--- src/rtl/mmu_map_ram_ctl_if.sv ---
// Host (blitter/debug) access port of the MMU map RAM controller.
//   host_req   : request, held high until host_ack
//   host_we    : 1 = write, 0 = read; stable while host_req=1
//   host_addr  : map address; stable while host_req=1
//   host_wdata : write data; stable while host_req=1
//   host_ack   : single-cycle completion pulse
//   host_rdata : read data, valid in the host_ack cycle
interface mmu_map_ram_ctl_if #(
  parameter int ADDR_W = 8
);
  logic              host_req;
  logic              host_we;
  logic [ADDR_W-1:0] host_addr;
  logic [7:0]        host_wdata;
  logic              host_ack;
  logic [7:0]        host_rdata;

  modport master (
    output host_req, host_we, host_addr, host_wdata,
    input  host_ack, host_rdata
  );

  modport slave (
    input  host_req, host_we, host_addr, host_wdata,
    output host_ack, host_rdata
  );
endinterface

--- src/rtl/mmu_map_ram_ctl.sv ---
// MMU map RAM controller.
// Owns the synchronous map RAM (1-cycle read latency) and shares it between
// the CPU and a host port. After reset it writes an identity mapping into
// every entry, then hands free RAM cycles to the host via req/ack.
// Ports:
//   CLKX4, RESET            clock (4x E), synchronous active-high reset
//   cpu_busy/addr/we/wdata  CPU owns the RAM whenever cpu_busy=1
//   cpu_rdata               map data to CPU (straight from the RAM)
//   host                    host req/ack port (slave side)
//   ready                   fill complete, map valid
//   ram_addr/we/wdata/rdata physical map RAM port
module mmu_map_ram_ctl #(
  parameter int         ADDR_W  = 8,
  parameter bit         INIT_EN = 1'b1,
  parameter logic [1:0] INIT_CS = 2'b10
) (
  input  logic                CLKX4,
  input  logic                RESET,
  input  logic                cpu_busy,
  input  logic [ADDR_W-1:0]   cpu_addr,
  input  logic                cpu_we,
  input  logic [7:0]          cpu_wdata,
  output logic [7:0]          cpu_rdata,
  mmu_map_ram_ctl_if.slave    host,
  output logic                ready,
  output logic [ADDR_W-1:0]   ram_addr,
  output logic                ram_we,
  output logic [7:0]          ram_wdata,
  input  logic [7:0]          ram_rdata
);

  typedef enum logic [1:0] {S_INIT, S_IDLE, S_HWAIT} state_t;

  state_t            state, state_nxt;
  logic [ADDR_W-1:0] fill_cnt;
  logic [7:0]        fill_val;
  logic              fill_last;
  logic              fill_wr;
  logic              grant;
  logic              hwe_q;
  logic              ack_q;
  logic [7:0]        rdata_q;

  assign cpu_rdata       = ram_rdata;
  assign host.host_ack   = ack_q;
  assign host.host_rdata = rdata_q;

  // Identity map: slot a[2:0] -> A15:13, chip select in [7:6].
  assign fill_val  = {INIT_CS, fill_cnt[0], 3'b000, fill_cnt[2:1]};
  assign fill_last = &fill_cnt;

  always_comb begin
    state_nxt = state;
    fill_wr   = 1'b0;
    grant     = 1'b0;
    // CPU path is the default; fill/host only take over on cpu_busy=0.
    ram_addr  = cpu_addr;
    ram_wdata = cpu_wdata;
    ram_we    = cpu_busy & cpu_we;
    if (!RESET) begin
      case (state)
        S_INIT: if (!cpu_busy) begin
          fill_wr = 1'b1;
          if (fill_last) state_nxt = S_IDLE;
        end
        // No grant in the ack cycle: the host still holds req there, and a
        // second grant would duplicate the access it is just retiring.
        S_IDLE: if (host.host_req && !cpu_busy && !ack_q) begin
          grant     = 1'b1;
          state_nxt = S_HWAIT;
        end
        S_HWAIT: state_nxt = S_IDLE;
        default: state_nxt = S_IDLE;
      endcase
    end
    if (fill_wr) begin
      ram_addr  = fill_cnt;
      ram_we    = 1'b1;
      ram_wdata = fill_val;
    end else if (grant) begin
      ram_addr  = host.host_addr;
      ram_we    = host.host_we;
      ram_wdata = host.host_wdata;
    end
  end

  always_ff @(posedge CLKX4) begin
    if (RESET) begin
      state    <= INIT_EN ? S_INIT : S_IDLE;
      fill_cnt <= '0;
      ready    <= !INIT_EN;
      ack_q    <= 1'b0;
      rdata_q  <= 8'h00;
      hwe_q    <= 1'b0;
    end else begin
      state <= state_nxt;
      ack_q <= (state == S_HWAIT);
      if (fill_wr) fill_cnt <= fill_cnt + 1'b1;
      if (fill_wr && fill_last) ready <= 1'b1;
      if (grant) hwe_q <= host.host_we;
      // RAM latched the host address on the grant edge, so ram_rdata here
      // belongs to the host even if the CPU drives the RAM this cycle.
      if (state == S_HWAIT && !hwe_q) rdata_q <= ram_rdata;
    end
  end

endmodule
--- src/flat_wrapper.sv ---
// flat-port wrapper written by rule: the top's interface ports become plain ports
module mmu_map_ram_ctl_flat 
#(
  parameter int         ADDR_W  = 8,
  parameter bit         INIT_EN = 1'b1,
  parameter logic [1:0] INIT_CS = 2'b10
)
  (CLKX4, RESET, cpu_busy, cpu_addr, cpu_we, cpu_wdata, cpu_rdata, ready, ram_addr, ram_we, ram_wdata, ram_rdata, host_host_req, host_host_we, host_host_addr, host_host_wdata, host_host_ack, host_host_rdata);
  mmu_map_ram_ctl_if #(.ADDR_W(ADDR_W)) host_i ();
  input  logic CLKX4;
  input  logic RESET;
  input  logic cpu_busy;
  input  logic [ADDR_W-1:0] cpu_addr;
  input  logic cpu_we;
  input  logic [7:0] cpu_wdata;
  output logic [7:0] cpu_rdata;
  output logic ready;
  output logic [ADDR_W-1:0] ram_addr;
  output logic ram_we;
  output logic [7:0] ram_wdata;
  input  logic [7:0] ram_rdata;
  input wire logic [$bits(host_i.host_req)-1:0] host_host_req;
  input wire logic [$bits(host_i.host_we)-1:0] host_host_we;
  input wire logic [$bits(host_i.host_addr)-1:0] host_host_addr;
  input wire logic [$bits(host_i.host_wdata)-1:0] host_host_wdata;
  output wire logic [$bits(host_i.host_ack)-1:0] host_host_ack;
  output wire logic [$bits(host_i.host_rdata)-1:0] host_host_rdata;
  assign host_i.host_req = host_host_req;
  assign host_i.host_we = host_host_we;
  assign host_i.host_addr = host_host_addr;
  assign host_i.host_wdata = host_host_wdata;
  assign host_host_ack = host_i.host_ack;
  assign host_host_rdata = host_i.host_rdata;
  mmu_map_ram_ctl #(.ADDR_W(ADDR_W), .INIT_EN(INIT_EN), .INIT_CS(INIT_CS)) u_core (.CLKX4(CLKX4), .RESET(RESET), .cpu_busy(cpu_busy), .cpu_addr(cpu_addr), .cpu_we(cpu_we), .cpu_wdata(cpu_wdata), .cpu_rdata(cpu_rdata), .host(host_i), .ready(ready), .ram_addr(ram_addr), .ram_we(ram_we), .ram_wdata(ram_wdata), .ram_rdata(ram_rdata));
endmodule
--- config.mk ---
export PLATFORM = sky130hd
export DESIGN_NAME = mmu_map_ram_ctl_flat
export DESIGN_NICKNAME = d
export VERILOG_FILES = /design/src/rtl/mmu_map_ram_ctl_if.sv /design/src/rtl/mmu_map_ram_ctl.sv /design/src/flat_wrapper.sv
export SDC_FILE = /design/constraint.sdc
export NUM_CORES = 1
export LEC_CHECK = 0
export CELL_PAD_IN_SITES_DETAIL_PLACEMENT = 1
export CELL_PAD_IN_SITES_GLOBAL_PLACEMENT = 1
export CORE_ASPECT_RATIO = 1.25
export CORE_UTILIZATION = 23
export DETAILED_ROUTE_END_ITERATION = 10
export PLACE_DENSITY_LB_ADDON = 0.3
export SYNTH_ARGS = -nofsm -noshare
export SYNTH_HDL_FRONTEND = slang
export SYNTH_SLANG_ARGS = --single-unit
--- constraint.sdc ---
create_clock -name CLKX4 -period 2.5 [get_ports CLKX4]
set_input_delay 0.625 -clock CLKX4 [delete_from_list [all_inputs] [get_ports CLKX4]]
set_output_delay 0.625 -clock CLKX4 [all_outputs]
set_load 0.01 [all_outputs]
Yosys cells after proc, flatten, opt, wreduce, memory -nomap -nowiden
Cells that the tools add are included.

Bits of input ports: 46. Word-level logic and storage cells: 39. Output and inout port bits: 35. Register bits: 21.

Bitwise gates (word level): 1. $add $sub $neg: 1. Eq/ne operators: 5. Muxes and demuxes: 16. Reduce and logical (&&, ||, !) cells: 10.

Operator list (count): 8-bit 2-to-1 mux (4); 8-bit by 1-bit adder with 8-bit output (second input constant) (1); 1-bit 2-to-1 mux (8); 8-bit AND reduction (1); 2-bit 2-to-1 mux (3); 1-bit logical AND (4); 2-bit by 1-bit != test with 1-bit output (second input constant) (2); 2-bit case mux with 2 select lines (1); 1-bit logical NOT (3); 3-bit AND reduction (1); 2-bit by 1-bit equality test with 1-bit output (second input constant) (1); 2-bit equality test (second input constant) (1); 2-bit logical NOT (1); 2-bit != test (second input constant) (1); 1-bit AND (1).

Depth between registers and ports, before layout
Gate-level depths: netlist (run 1).

Depth after elaboration: 8. Mapped depth: 6. Depth with buffers taken out: 4.

Worst setup path before layout (run 1)
No wires, ideal clock.

Path type: input to output. Start point: input cpu_busy. End point: output ram_addr[5]. Stages on the path: 6. Arrival: 1.976 ns. Buffers on the path: 3. Slack: -0.101 ns. Required time: 1.875 ns. Cell sequence: clkbuf_1 > or3b_2 > clkbuf_1 > nor3_2 > buf_2 > o211ai_1.

Longest elaborated chain between the ends: 8. Elaborated cells between the ends (all ways): 11. Those cells by class: mux (8); reduce/logical (3).

RTL lines: from (decl) (RTL line flat_wrapper.sv:12) `input logic cpu_busy;`; 1-bit logical NOT; 1-bit logical AND (2 in a row) (RTL line mmu_map_ram_ctl.sv:68) `S_IDLE: if (host.host_req && !cpu_busy && !ack_q) begin`; 1-bit 2-to-1 mux (RTL line mmu_map_ram_ctl.sv:68); 1-bit 2-to-1 mux (RTL line mmu_map_ram_ctl.sv:61) `case (state)`; 1-bit 2-to-1 mux (RTL line mmu_map_ram_ctl.sv:60) `if (!RESET) begin`; 8-bit 2-to-1 mux (RTL line mmu_map_ram_ctl.sv:80) `end else if (grant) begin`; 8-bit 2-to-1 mux (*) (RTL line mmu_map_ram_ctl.sv:76) `if (fill_wr) begin`; to (decl) (RTL line flat_wrapper.sv:18) `output logic [ADDR_W-1:0] ram_addr;`.

Every way passes the cells marked *; elsewhere a longest branch is shown, timed or not.

Final worst setup path (run 1)
Start point: input cpu_busy. End point: output ram_addr[2].

Same word-level chain as after synthesis.

==> results of run 1 <==
[state kept, by name (all words and copies together) (netlist names)]
name                    count
u_core.host.host_rdata      8
u_core.state                2
u_core.fill_cnt             8
u_core.hwe_q                1
u_core.ready                1
u_core.host.host_ack        1
[area by class of cell]
class	count	share of cell area, %
clock buffer	3	1.64
clock inverter	1	0.199
inverter	2	0.299
multi-input combinational	119	35.8
sequential	21	16.7
tap	64	3.19
timing repair buffer	114	42.1
[final timing paths]
| check | startpoint | to | slack, ns |
|---|---|---|---|
| hold / removal | u_core.ready | u_core.ready | 0.47 |
| setup reg to reg | u_core.state[0] | u_core.fill_cnt[7] | 0.55 |
| hold reg to reg | u_core.ready | u_core.ready | 0.47 |
| setup / recovery | cpu_busy | ram_addr[2] | 0.001 |
[metrics by stage]
step / worst slack [ns] / hold slack, ns / utilization [%] / std cells / area, um^2
after floorplan: -0.000437 / 0.454 / - / 168 / 1330
after global routing: -0.0456 / 0.500 / 45.9 / 324 / 2510
final: 0.00112 / 0.471 / 45.9 / 324 / 2510
after global placement: -0.756 / 0.452 / 42.0 / 312 / 2300
after detailed placement: -0.766 / 0.457 / 42.0 / 312 / 2300
after CTS: 0.00322 / 0.477 / 44.6 / 324 / 2450
[cell families (layout without fill, tap and decap cells)]
logic type	after synthesis	after routing
AND/OR/NAND/NOR	62	62
multiplexers	9	9
adder cells (fa/ha/maj)	1	1
buffers and inverters	28	120
AO/OA/AOI/OAI	45	45
flip-flops	21	21
XOR/XNOR	2	2
[power by group]
group	total [mW]	switching (mW)	leakage, nW	internal, mW
registers	0.345	0.00705	0.169	0.338
clock network	0.226	0.115	0.0255	0.111
logic	0.263	0.108	0.722	0.155
[Yosys cell counts (all sizes together), types with 2 or more instances]
master	n	area, um^2
o31ai	8	60.1
clkbuf	12	46.3
mux2i	9	90.1
nor3	3	20.0
or4	4	30.0
nor2	21	78.8
buf	14	92.6
nor4	2	12.5
nand3	4	20.0
nand4	10	62.6
o211ai	3	22.5
nand2	8	30.0
dfxtp	21	420
o21ai	4	20.0
a21oi	12	60.1
a311oi	6	52.6
a211oi	6	45.0
or3	3	18.8
nor3b	3	27.5
[cell usage in the layout (no fill, tap or decap), types with 4 or more instances in the layout]
| cell type | instances |
|---|---|
| clkdlybuf4s50_1 | 60 |
| a311oi_1 | 5 |
| nor2_1 | 18 |
| nand4_1 | 10 |
| mux2i_1 | 9 |
| buf_6 | 9 |
| buf_4 | 21 |
| nand2_1 | 6 |
| buf_2 | 17 |
| a211oi_1 | 5 |
| nand3_1 | 4 |
| a21oi_1 | 11 |
| dfxtp_1 | 21 |
[per-layer routing]
metal  vias up  GRT usage, %
li1        802             -
met5         -             0
met3         6          1.74
met2        64          30.3
met1       815          19.9
met4         0          6.36
[worst max-delay path, stage by stage]
cell and delay (ns):
buf_6 0.10, buf_6 0.12, buf_4 0.13, or4_4 0.43, buf_6 0.16, nor2_4 0.10
a211oi_1 0.06, buf_2 0.15
[timing repair]
item / CTS / global route
buffers inserted: 7 / 0
setup endpoints to repair: 17 / 15
pin swaps: 12 / 11
resized for setup: 103 / 16
gates cloned: 2 / 0
==> results.py, run 1 <==
metrics = {
    "clock_tree": {
        "root_buffer": "clkbuf_8",
        "cts_max_path_buffers": 2,
        "cts.clk_slew.worst_paths_ns": 0.08,
        "cts_sinks": 21,
        "cts_hold_buf": 0,
        "cts_buffers": 3,
        "cts_tree": "built",
        "htree_levels": 1,
        "insertion_delay_ns": 0.26,
    },
    "floorplanning": {
        "io_pins": 81,
        "core_area_um2": 5480,
        "die-height_um": 86.9,
        "die-area_um2": 6080,
        "die_w_um": 70.0,
        "start_util_pct": 24.2,
        "row_count": 30,
    },
    "route": {
        "ant_nets": 0,
        "wl_met2_mm": 2.63,
        "highest_layer": "met4",
        "avgRoutedWirePerCell_um": 15.7,
        "drc": 0,
        "wl_mm": 5.10,
        "wl_met1_mm": 2.13,
        "dr.pass1.iters": 4,
        "drt_iter0_markers": 42,
        "met3WireLength_um": 247,
        "drt-vias-per-instance": 5.21,
        "vias": 1687,
    },
    "yosys": {
        "synth_edf_count": 0,
        "synthMuxAreaShare_pct": 6.79,
        "yosys.area_share.adder_pct": 0.943,
        "synth_seq_cells": 21,
        "avgSynthCellArea_um2": 7.90,
        "synth-xor-area-share_pct": 1.32,
        "async_reset_ff_share_pct": 0,
        "yosys.area_share.simple_pct": 24.9,
        "synth_compound_area_share_pct": 23.4,
        "synthDistinctLibCells": 40,
        "yosysWarnings": 0,
        "syn_nets": 215,
        "ys_seq_area_share_pct": 31.7,
        "synth-main-ff-cell": "dfxtp_1",
        "syn_area_um2": 1330,
        "synth_top_family_by_area": "simple AND/OR/NAND/NOR gates",
        "syn_inst": 168,
    },
    "worst_setup_path": {
        "critPathArrivalTime_ns": 1.87,
        "path_max_fanout": 5,
        "start_kind": "input pin",
        "required_ns": 1.88,
        "crit_path_end_kind": "primary output",
        "critical_path_class": "in -> out",
        "reg2reg_depth": 5,
    },
    "place": {
        "routabilityCongestion": 0.704,
        "dp_hpwl_mm": 3.65,
        "portBuffers": 80,
    },
    "pwr": {
        "p_per_area_nw_per_um2": 332,
        "vdd_drop_max_uv": 183,
        "power_mw": 0.834,
        "leakagePower_nw": 0.917,
    },
    "cells_and_area": {
        "fin_nets": 308,
        "area_delta_synth_final_pct": 89.3,
        "antenna_cells": 0,
        "drive_gt1_share_pct": 30.4,
        "fill_cells": 659,
        "ff_latch_area_um2": 420,
        "multi_input_area_um2": 901,
    },
    "sta": {
        "fin_crit_sh_pct": 100,
        "fmax_ghz": 0.400,
        "slew-limit-headroom_pct": 75.2,
        "timing.setup.tns_ns": 0,
        "hold_viol_final": 0,
        "setup-violations-final": 0,
        "rsz0062_at_grt": "true",
        "tightest_slew_ns": 0.367,
        "skew_ns": 0.00128,
        "slew_violations": 0,
        "fin_crit_ns": 2.50,
    },
    "global_route": {
        "grt_pass1_vias": 1744,
        "grt_pass1_wl_mm": 8.29,
        "grt_max_degree": 15,
        "overflow": 0,
        "antenna_found_initial": 0,
        "grt_use_total_pct": 16.6,
    },
    "run_status": {
        "status": "complete, no violations",
    },
    "hold_path": {
        "hold_depth": 1,
        "hold_path_class": "reg -> reg",
    },
    "run": {
        "drv_cap": 0,
    },
}
(Power assumes the default switching activity.)
==> run 2: changes to the inputs <==
--- a/config.mk
+++ b/config.mk
@@ -8,7 +8,7 @@
 export CELL_PAD_IN_SITES_DETAIL_PLACEMENT = 1
 export CELL_PAD_IN_SITES_GLOBAL_PLACEMENT = 1
 export CORE_ASPECT_RATIO = 1.25
-export CORE_UTILIZATION = 23
+export CORE_UTILIZATION = 27
 export DETAILED_ROUTE_END_ITERATION = 10
 export PLACE_DENSITY_LB_ADDON = 0.3
 export SYNTH_ARGS = -nofsm -noshare
==> constraint.sdc (replaced) <==
create_clock -name CLKX4 -period 2.9 [get_ports CLKX4]
set_input_delay 0.725 -clock CLKX4 [delete_from_list [all_inputs] [get_ports CLKX4]]
set_output_delay 0.725 -clock CLKX4 [all_outputs]
set_load 0.01 [all_outputs]
==> run 2 against run 1 <==
  * Final cell count fell by 3.1%
  * Design area fell by 5.0%
  * Global-route usage rose by 3.0 points
  * Clock power fell by 14%
  * Power fell by 16%
  * Clock skew rose by 0.0027 ns
  * Wire length fell by 6.5%
  * Critical path type unchanged
  * Largest cell class unchanged
==> results.py, run 2 (synthesis results as in run 1) <==
metrics = {
    "worst_setup_path": {
        "crit_path_end_kind": "primary output",
        "critical_path_class": "in -> out",
        "crit_chain": "dlygate4sd2_1, buf_4, or4_4, buf_6, nor2_4, a211oi_2, buf_2",
        "path_max_fanout": 6,
        "cpMaxStageDelayCell": "or4_4",
        "reg2reg_depth": 5,
        "worstReg2RegStart": "u_core.state[0]",
        "required_ns": 2.17,
        "critPathArrivalTime_ns": 2.09,
        "start_kind": "input pin",
        "r2r_setup_slack_ns": 0.82,
        "reg2reg_to": "u_core.fill_cnt[7]",
        "cp_slowest_stage_delay_ns": 0.43,
    },
    "global_route": {
        "grt_pass1_wl_mm": 7.93,
        "grt_max_degree": 23,
        "met2_usage_pct": 37.5,
        "grt_use_met3_pct": 3.41,
        "grt_use_total_pct": 19.6,
        "busiest_layer": "met2",
        "antenna_found_initial": 0,
        "overflow": 0,
        "use_met1_pct": 21.1,
        "grt_pass1_vias": 1719,
    },
    "floorplanning": {
        "die-height_um": 80.4,
        "io_pins": 81,
        "start_util_pct": 28.1,
        "row_count": 28,
        "die_w_um": 64.7,
        "die-area_um2": 5200,
        "core_area_um2": 4730,
    },
    "hold_path": {
        "hold_path_class": "reg -> reg",
        "min-delay-start": "u_core.ready",
        "min_to": "u_core.ready",
        "hold_depth": 1,
    },
    "place": {
        "pre_cts_slack_ns": -0.575,
        "portBuffers": 80,
        "dp_hpwl_mm": 3.49,
        "dpl.cell_count": 305,
        "routabilityCongestion": 0.709,
    },
    "pwr": {
        "leakagePower_nw": 0.862,
        "power_mw": 0.701,
        "vdd_drop_max_uv": 176,
        "p_per_area_nw_per_um2": 293,
    },
    "cells_and_area": {
        "final_cell_mix": "clkdlybuf4s50_1 (60), buf_4 (21), dfxtp_1 (21), nor2_1 (17), buf_2 (17)",
        "post-route-util_pct": 50.5,
        "antenna_cells": 0,
        "final_common_cell": "clkdlybuf4s50_1",
        "finalNonFillerCells": 314,
        "fin_nets": 302,
        "drive_gt1_share_pct": 26.4,
        "area_delta_synth_final_pct": 79.9,
    },
    "run": {
        "drv_cap": 0,
    },
    "sta": {
        "tightest_slew_ns": 0.444,
        "fmax_ghz": 0.356,
        "slew-limit-headroom_pct": 70.0,
        "skew_ns": 0.00396,
        "fin_crit_sh_pct": 97.0,
        "slew_violations": 0,
        "setup-violations-final": 0,
        "hold_viol_final": 0,
        "fin_crit_ns": 2.81,
        "layout_setup_ws_ns": 0.0875,
        "timing.setup.tns_ns": 0,
    },
    "route": {
        "vias": 1625,
        "wl_mm": 4.77,
        "drt_iter0_markers": 22,
        "dr.pass1.iters": 4,
        "drc": 0,
        "ant_nets": 0,
        "avgRoutedWirePerCell_um": 15.2,
        "drt-vias-per-instance": 5.18,
    },
    "clock_tree": {
        "cts_tree": "built",
        "cts_sinks": 21,
        "cts.clk_slew.worst_paths_ns": 0.08,
        "insertion_delay_ns": 0.26,
        "cts_max_path_buffers": 2,
        "cts_buffers": 3,
        "htree_levels": 1,
        "root_buffer": "clkbuf_8",
    },
    "run_status": {
        "status": "complete, no violations",
    },
}
[run 2: changes by cell type in the layout (fill, tap and decap cells not counted), sizes merged]
cell           previous run  this run
buf                      52        45
dlygate4sd2               0         3
clkbuf                    4         3
clkdlybuf4s15             1         0
[run 2: layout make-up]
class,instances,area (um^2)
clock inverter,1,5.00
multi-input combinational,119,878
tap,60,75.1
inverter,2,7.51
fill,575,2340
clock buffer,3,41.3
sequential,21,420
timing repair buffer,108,961
[run 2: worst max-delay path by stage]
stage / startpoint / end / slack (ns)
global route: cpu_busy / ram_addr[0] / -0.005
detailed placement: cpu_busy / ram_wdata[7] / -0.57
CTS: cpu_busy / ram_wdata[6] / 0.1
finish: cpu_busy / ram_addr[0] / 0.09
global placement: cpu_busy / ram_wdata[7] / -0.54
floorplan: cpu_busy / ram_addr[5] / 0.1
[run 2: metal layers]
layer | routed length, um | share of wire [%]
met1 | 1930 | 40
met2 | 2510 | 53
met3 | 269 | 5.6
met4 | 60 | 1.3
met5 | 0 | 0
[run 2: metrics by stage]
stage | hold WS, ns | area [um^2]
2_1_floorplan | 0.454 | 1330
4_1_cts | 0.480 | 2380
6_report | 0.477 | 2390
5_1_grt | 0.493 | 2390
3_5_place_dp | 0.464 | 2260
3_3_place_gp | 0.451 | 2260
[run 2: worst max-delay path: cells and delay by family]
family / cells / cell delay [ns]
compound gates: 1 / 0.06
simple gates: 2 / 0.54
buf+inv: 4 / 0.76
[run 2: power by group]
part | leakage, nW | switching, mW | internal, mW
combinational | 0.667 | 0.0878 | 0.122
clock | 0.0255 | 0.0978 | 0.0957
sequential | 0.169 | 0.00613 | 0.291
total | 0.862 | 0.192 | 0.509
[run 2: what timing repair did]
item,in CTS,in global routing
cloned,1,0
hold buffers,0,0
gates resized for setup,102,2
setup endpoints to repair,17,4
setup buffers,4,0
pin swaps,7,2
==> run 3: changes to the inputs <==
--- a/config.mk
+++ b/config.mk
@@ -10,7 +10,8 @@
 export CORE_ASPECT_RATIO = 1.25
 export CORE_UTILIZATION = 27
 export DETAILED_ROUTE_END_ITERATION = 10
-export PLACE_DENSITY_LB_ADDON = 0.3
+export HOLD_SLACK_MARGIN = 0.12
+export PLACE_DENSITY_LB_ADDON = 0.12
 export SYNTH_ARGS = -nofsm -noshare
 export SYNTH_HDL_FRONTEND = slang
 export SYNTH_SLANG_ARGS = --single-unit
==> run 3 against run 2 <==
  * Final cell count shrank 2.5%
  * Hold slack gained 0.0045 ns
  * Register-to-register slack is essentially flat
  * Maximum frequency grew 0.33%
  * Sequential cell count is the same
  * Critical path depth is the same
  * Power shrank 1.1%
  * Clock skew shrank 0.0015 ns
  * Global-route usage shrank 0.41 points
  * First-iteration DRC count grew 27%
  * Largest cell class unchanged
==> results.py, run 3 (synthesis results as in run 1) <==
metrics = {
    "hold_path": {
        "min_to": "u_core.ready",
        "hold_depth": 1,
        "min-delay-start": "u_core.ready",
        "hold_path_class": "reg -> reg",
    },
    "clock_tree": {
        "cts_sinks": 21,
        "insertion_delay_ns": 0.26,
        "cts.clk_slew.worst_paths_ns": 0.07,
        "root_buffer": "clkbuf_8",
        "cts_tree": "built",
        "htree_levels": 1,
        "cts_buffers": 3,
        "cts_max_path_buffers": 2,
    },
    "sta": {
        "hold_viol_final": 0,
        "slew-limit-headroom_pct": 42.4,
        "fin_crit_ns": 2.80,
        "fmax_ghz": 0.357,
        "tightest_slew_ns": 0.860,
        "layout_setup_ws_ns": 0.0968,
        "rsz0062_at_grt": "false",
        "timing.setup.tns_ns": 0,
        "fin_crit_sh_pct": 96.7,
        "setup-violations-final": 0,
        "fin_hold_ws_ns": 0.481,
        "skew_ns": 0.00244,
        "slew_violations": 0,
    },
    "global_route": {
        "antenna_found_initial": 0,
        "grt_max_degree": 21,
        "overflow": 0,
        "grt_use_total_pct": 19.1,
        "grt_pass1_vias": 1623,
        "grt_pass1_wl_mm": 7.71,
    },
    "route": {
        "dr.pass1.iters": 4,
        "avgRoutedWirePerCell_um": 16.1,
        "ant_nets": 0,
        "vias": 1626,
        "drt-vias-per-instance": 5.31,
        "drt_iter0_markers": 28,
        "wl_mm": 4.93,
        "drc": 0,
    },
    "place": {
        "dp_hpwl_mm": 3.72,
        "portBuffers": 80,
        "routabilityCongestion": 0.717,
        "pre_cts_slack_ns": -0.640,
        "dpl.cell_count": 300,
    },
    "cells_and_area": {
        "ff_latch_area_um2": 420,
        "fin_nets": 294,
        "final_cell_mix": "clkdlybuf4s50_1 (60), dfxtp_1 (21), nor2_1 (18), buf_2 (17)",
        "drive_gt1_share_pct": 22.0,
        "fill_cells": 564,
        "area_delta_synth_final_pct": 75.1,
        "final_common_cell": "clkdlybuf4s50_1",
        "finalNonFillerCells": 306,
        "antenna_cells": 0,
        "multi_input_area_um2": 870,
    },
    "pwr": {
        "vdd_drop_max_uv": 181,
        "p_per_area_nw_per_um2": 298,
        "power_mw": 0.693,
        "leakagePower_nw": 0.823,
    },
    "worst_setup_path": {
        "r2r_setup_slack_ns": 0.81,
        "path_max_fanout": 11,
        "reg2reg_to": "u_core.fill_cnt[5]",
        "crit_path_end_kind": "primary output",
        "critPathArrivalTime_ns": 2.08,
        "critical_path_class": "in -> out",
        "reg2reg_depth": 5,
        "start_kind": "input pin",
        "worstReg2RegStart": "u_core.state[0]",
        "required_ns": 2.17,
    },
    "run": {
        "drv_cap": 0,
    },
    "floorplanning": {
        "die_w_um": 64.7,
        "io_pins": 81,
        "die-height_um": 80.4,
        "die-area_um2": 5200,
        "row_count": 28,
        "start_util_pct": 28.1,
        "core_area_um2": 4730,
    },
    "run_status": {
        "status": "complete, no violations",
    },
}
==> run 3: layout make-up <==
cell class,count,share of cell area [%]
multi-input combinational,119,37.4
clock buffer,4,1.94
tap,60,3.23
inverter,2,0.323
timing repair buffer,100,39.0
sequential,21,18.1
==> run 3: what timing repair did <==
action / CTS / global route
endpoints found under the setup margin: 17 / 3
hold buffers: 0 / 0
gates resized for setup: 95 / 4
endpoints found under the hold margin: 0 / 0
setup buffers: 1 / 0
cloned: 0 / 1
pin swaps: 7 / 2
==> run 3: how the worst max path moves through the flow <==
stage | from | end | slack (ns) | cells after the start
after floorplan | cpu_busy | ram_addr[5] | 0.1 | 6
after global placement | cpu_busy | ram_wdata[0] | -0.58 | 7
after detailed placement | cpu_busy | ram_addr[2] | -0.64 | 7
after CTS | cpu_busy | ram_addr[0] | 0.08 | 7
after global routing | cpu_busy | ram_addr[3] | 0.004 | 7
final | cpu_busy | ram_addr[3] | 0.1 | 7
==> run 3: per-layer routing <==
layer / vias up / wire length [um] / global-route usage (%) / part of all wire [%]
met1: 771 / 2030 / 21.2 / 41
li1: 782 / - / - / -
met2: 67 / 2580 / 36.1 / 52
met3: 6 / 243 / 2.27 / 4.9
met4: 0 / 73 / 7.56 / 1.5
met5: - / 0 / 0 / 0
==> run 3: critical path, stage by stage <==
cell           delay [ns]
dlygate4sd2_1        0.27
buf_6                0.15
or4_1                0.42
buf_6                0.17
nor2_1               0.15
a21oi_2              0.05
buf_2                0.14
==> run 3: power by group <==
group | switching (mW) | internal, mW | total, mW | leakage, nW
Combinational | 0.0878 | 0.117 | 0.205 | 0.631
Sequential | 0.00568 | 0.291 | 0.297 | 0.169
Clock | 0.0929 | 0.0978 | 0.191 | 0.0228
==> run 3: per-stage QoR <==
stage               area, um^2  utilization [%]
floorplan                 1330                -
global placement          2220             47.0
detailed placement        2220             47.0
CTS                       2310             48.8
global route              2320             49.2
finish                    2320             49.2
==> patch (config.mk and constraints of run 1) <==
`ADDR_W` is set to 8 in 3 places; all go to 7.
--- a/src/rtl/mmu_map_ram_ctl_if.sv
+++ b/src/rtl/mmu_map_ram_ctl_if.sv
@@ -6,7 +6,7 @@
 //   host_ack   : single-cycle completion pulse
 //   host_rdata : read data, valid in the host_ack cycle
 interface mmu_map_ram_ctl_if #(
-  parameter int ADDR_W = 8
+  parameter int ADDR_W = 7
 );
   logic              host_req;
   logic              host_we;
--- a/src/rtl/mmu_map_ram_ctl.sv
+++ b/src/rtl/mmu_map_ram_ctl.sv
@@ -10,7 +10,7 @@
 //   ready                   fill complete, map valid
 //   ram_addr/we/wdata/rdata physical map RAM port
 module mmu_map_ram_ctl #(
-  parameter int         ADDR_W  = 8,
+  parameter int         ADDR_W  = 7,
   parameter bit         INIT_EN = 1'b1,
   parameter logic [1:0] INIT_CS = 2'b10
 ) (
--- a/src/flat_wrapper.sv
+++ b/src/flat_wrapper.sv
@@ -1,7 +1,7 @@
 // flat-port wrapper written by rule: the top's interface ports become plain ports
 module mmu_map_ram_ctl_flat 
 #(
-  parameter int         ADDR_W  = 8,
+  parameter int         ADDR_W  = 7,
   parameter bit         INIT_EN = 1'b1,
   parameter logic [1:0] INIT_CS = 2'b10
 )
Interface: changed (resized cpu_addr, host_host_addr and ram_addr); port bits go from 81 to 78. No check against the original RTL was run, so the function may have changed too.
==> patch against run 1 <==
Global-route usage is 1.2 points higher; sequential cell count is 1 lower; total power is 6.3% lower; area after synthesis is 10% lower; maximum frequency is 4.3% higher; synthesized cell count is 6.5% lower; non-clock buffer count is 2 lower; worst hold slack worse by 0.016 ns; wire length is 5.8% lower; setup slack better by 0.10 ns; clock skew hardly changed; final area is 10% lower; via count is 9.5% lower; critical path type unchanged; largest cell class unchanged; highest routed layer unchanged.
==> patch: results (changes against run 1) <==
| Metric | Value |
|---|---|
| Delay-heaviest family, CP | `simple AND/OR/NAND/NOR gates (was buffers and inverters)` |
| Synth cell count leaders | `22 x nor2_1, 20 x a21oi_1, 20 x dfxtp_1 (was 21 x dfxtp_1, 21 x nor2_1, 12 x a21oi_1)` |
| Final net count | `296 (was 308)` |
| Hpwl dp | `3224 µm (was 3655 µm)` |
| Global Route Usage Sum | `17.84% (was 16.59%)` |
| Synth Instances | `157 (was 168)` |
| Vias | `1527 (was 1687)` |
| Share of layout cells above drive strength 1 | `25.60% (was 30.38%)` |
| Syn nets | `202 (was 215)` |
| Largest net degree at the start of global routing | `20 (was 15)` |
| Metal3 WL | `453 µm (was 247 µm)` |
| Placed inst area | `2038 µm² (was 2301 µm²)` |
| Met1 GRT Util | `17.66% (was 19.89%)` |
| Leak Pwr | `0.0008541 µW (was 0.0009166 µW)` |
| RD Place Congestion | `0.7668 (was 0.7041)` |
| Status | `completed (unchanged)` |
| PortBufs | `77 (was 80)` |
| Post-CTS Repair Setup Buffers | `16 (was 7)` |
| Crit-path max FO | `7 (was 5)` |
| Layout Cells excl Fill | `310 (was 324)` |
| Post-Place Cells | `286 (was 312)` |
| Share of the yosys chip area belonging to registers | `33.58% (was 31.67%)` |
| Met2 wire length | `2466 µm (was 2632 µm)` |
| Vias in the first global route | `1614 (was 1744)` |
| Worst-Margin Slew | `0.3292 ns (was 0.3666 ns)` |
| Netlist cell types | `32 (was 40)` |
| Worst vdd ir | `0.2282 mV (was 0.1831 mV)` |
| Met1 wire length | `1873 µm (was 2127 µm)` |
| Clock skew | `0.001489 ns (was 0.001282 ns)` |
| Global-route wire length before repair | `7410 µm (was 8293 µm)` |
| Avg WL per Cell | `15.50 µm (was 15.74 µm)` |
| Global-route met2 utilization | `36.84% (was 30.33%)` |
## patch: cell count changes in the layout (fill, tap and decap cells not counted), sizes merged, moves of 8 or more
cell / delta
a31oi: +9
nand4: -10
a21oi: +8
o21ai: +14
## patch: cell families after synthesis
| family | synth area share (%) |
|---|---|
| and+or+nand+nor | 21.51 |
| AOI/OAI and AO/OA | 24.03 |
| DFF | 33.58 |
| muxes | 7.555 |
| xor gates and xnor gates | 1.469 |
| adders and majority gates | 1.049 |
| buffers and inverters | 10.81 |
## patch: power groups by stage
stage	sequential [µW]	combinational [µW]	clock [µW]
6_report	325	213	244
5_1_grt	325	230	272
4_1_cts	327	215	256
3_5_place_dp	334	212	0
3_3_place_gp	334	211	0
2_1_floorplan	333	77.4	0
## patch: per-stage QoR
stage               setup slack, ns  power, µW
global placement            -0.5804      544.9
CTS                        0.003994      797.3
detailed placement          -0.6078      546.4
finish                       0.1040      781.9
global route                0.01357      828.0
floorplan                   0.01533      410.1
## patch: path summary, 6_finish.rpt
check | from | end | slack, ns | depth (start not counted)
setup / recovery | cpu_busy | ram_addr[5] | 0.10 | 6
hold / removal | u_core.ready$_SDFFE_PP0P_ | u_core.ready$_SDFFE_PP0P_ | 0.45 | 2
setup reg to reg | u_core.state[0]$_SDFFE_PP0P_ | u_core.fill_cnt[6]$_SDFFE_PP0P_ | 0.46 | 6
hold reg to reg | u_core.ready$_SDFFE_PP0P_ | u_core.ready$_SDFFE_PP0P_ | 0.45 | 2
## patch: final cells by class
class / instances / area [µm²]
Clock buffer: 4 / 55.05
Fill cell: 600 / 2613
Inverter: 1 / 3.754
Multi-Input combinational cell: 113 / 709.4
Sequential cell: 20 / 407.9
Tap cell: 60 / 75.07
Timing Repair Buffer: 112 / 1006
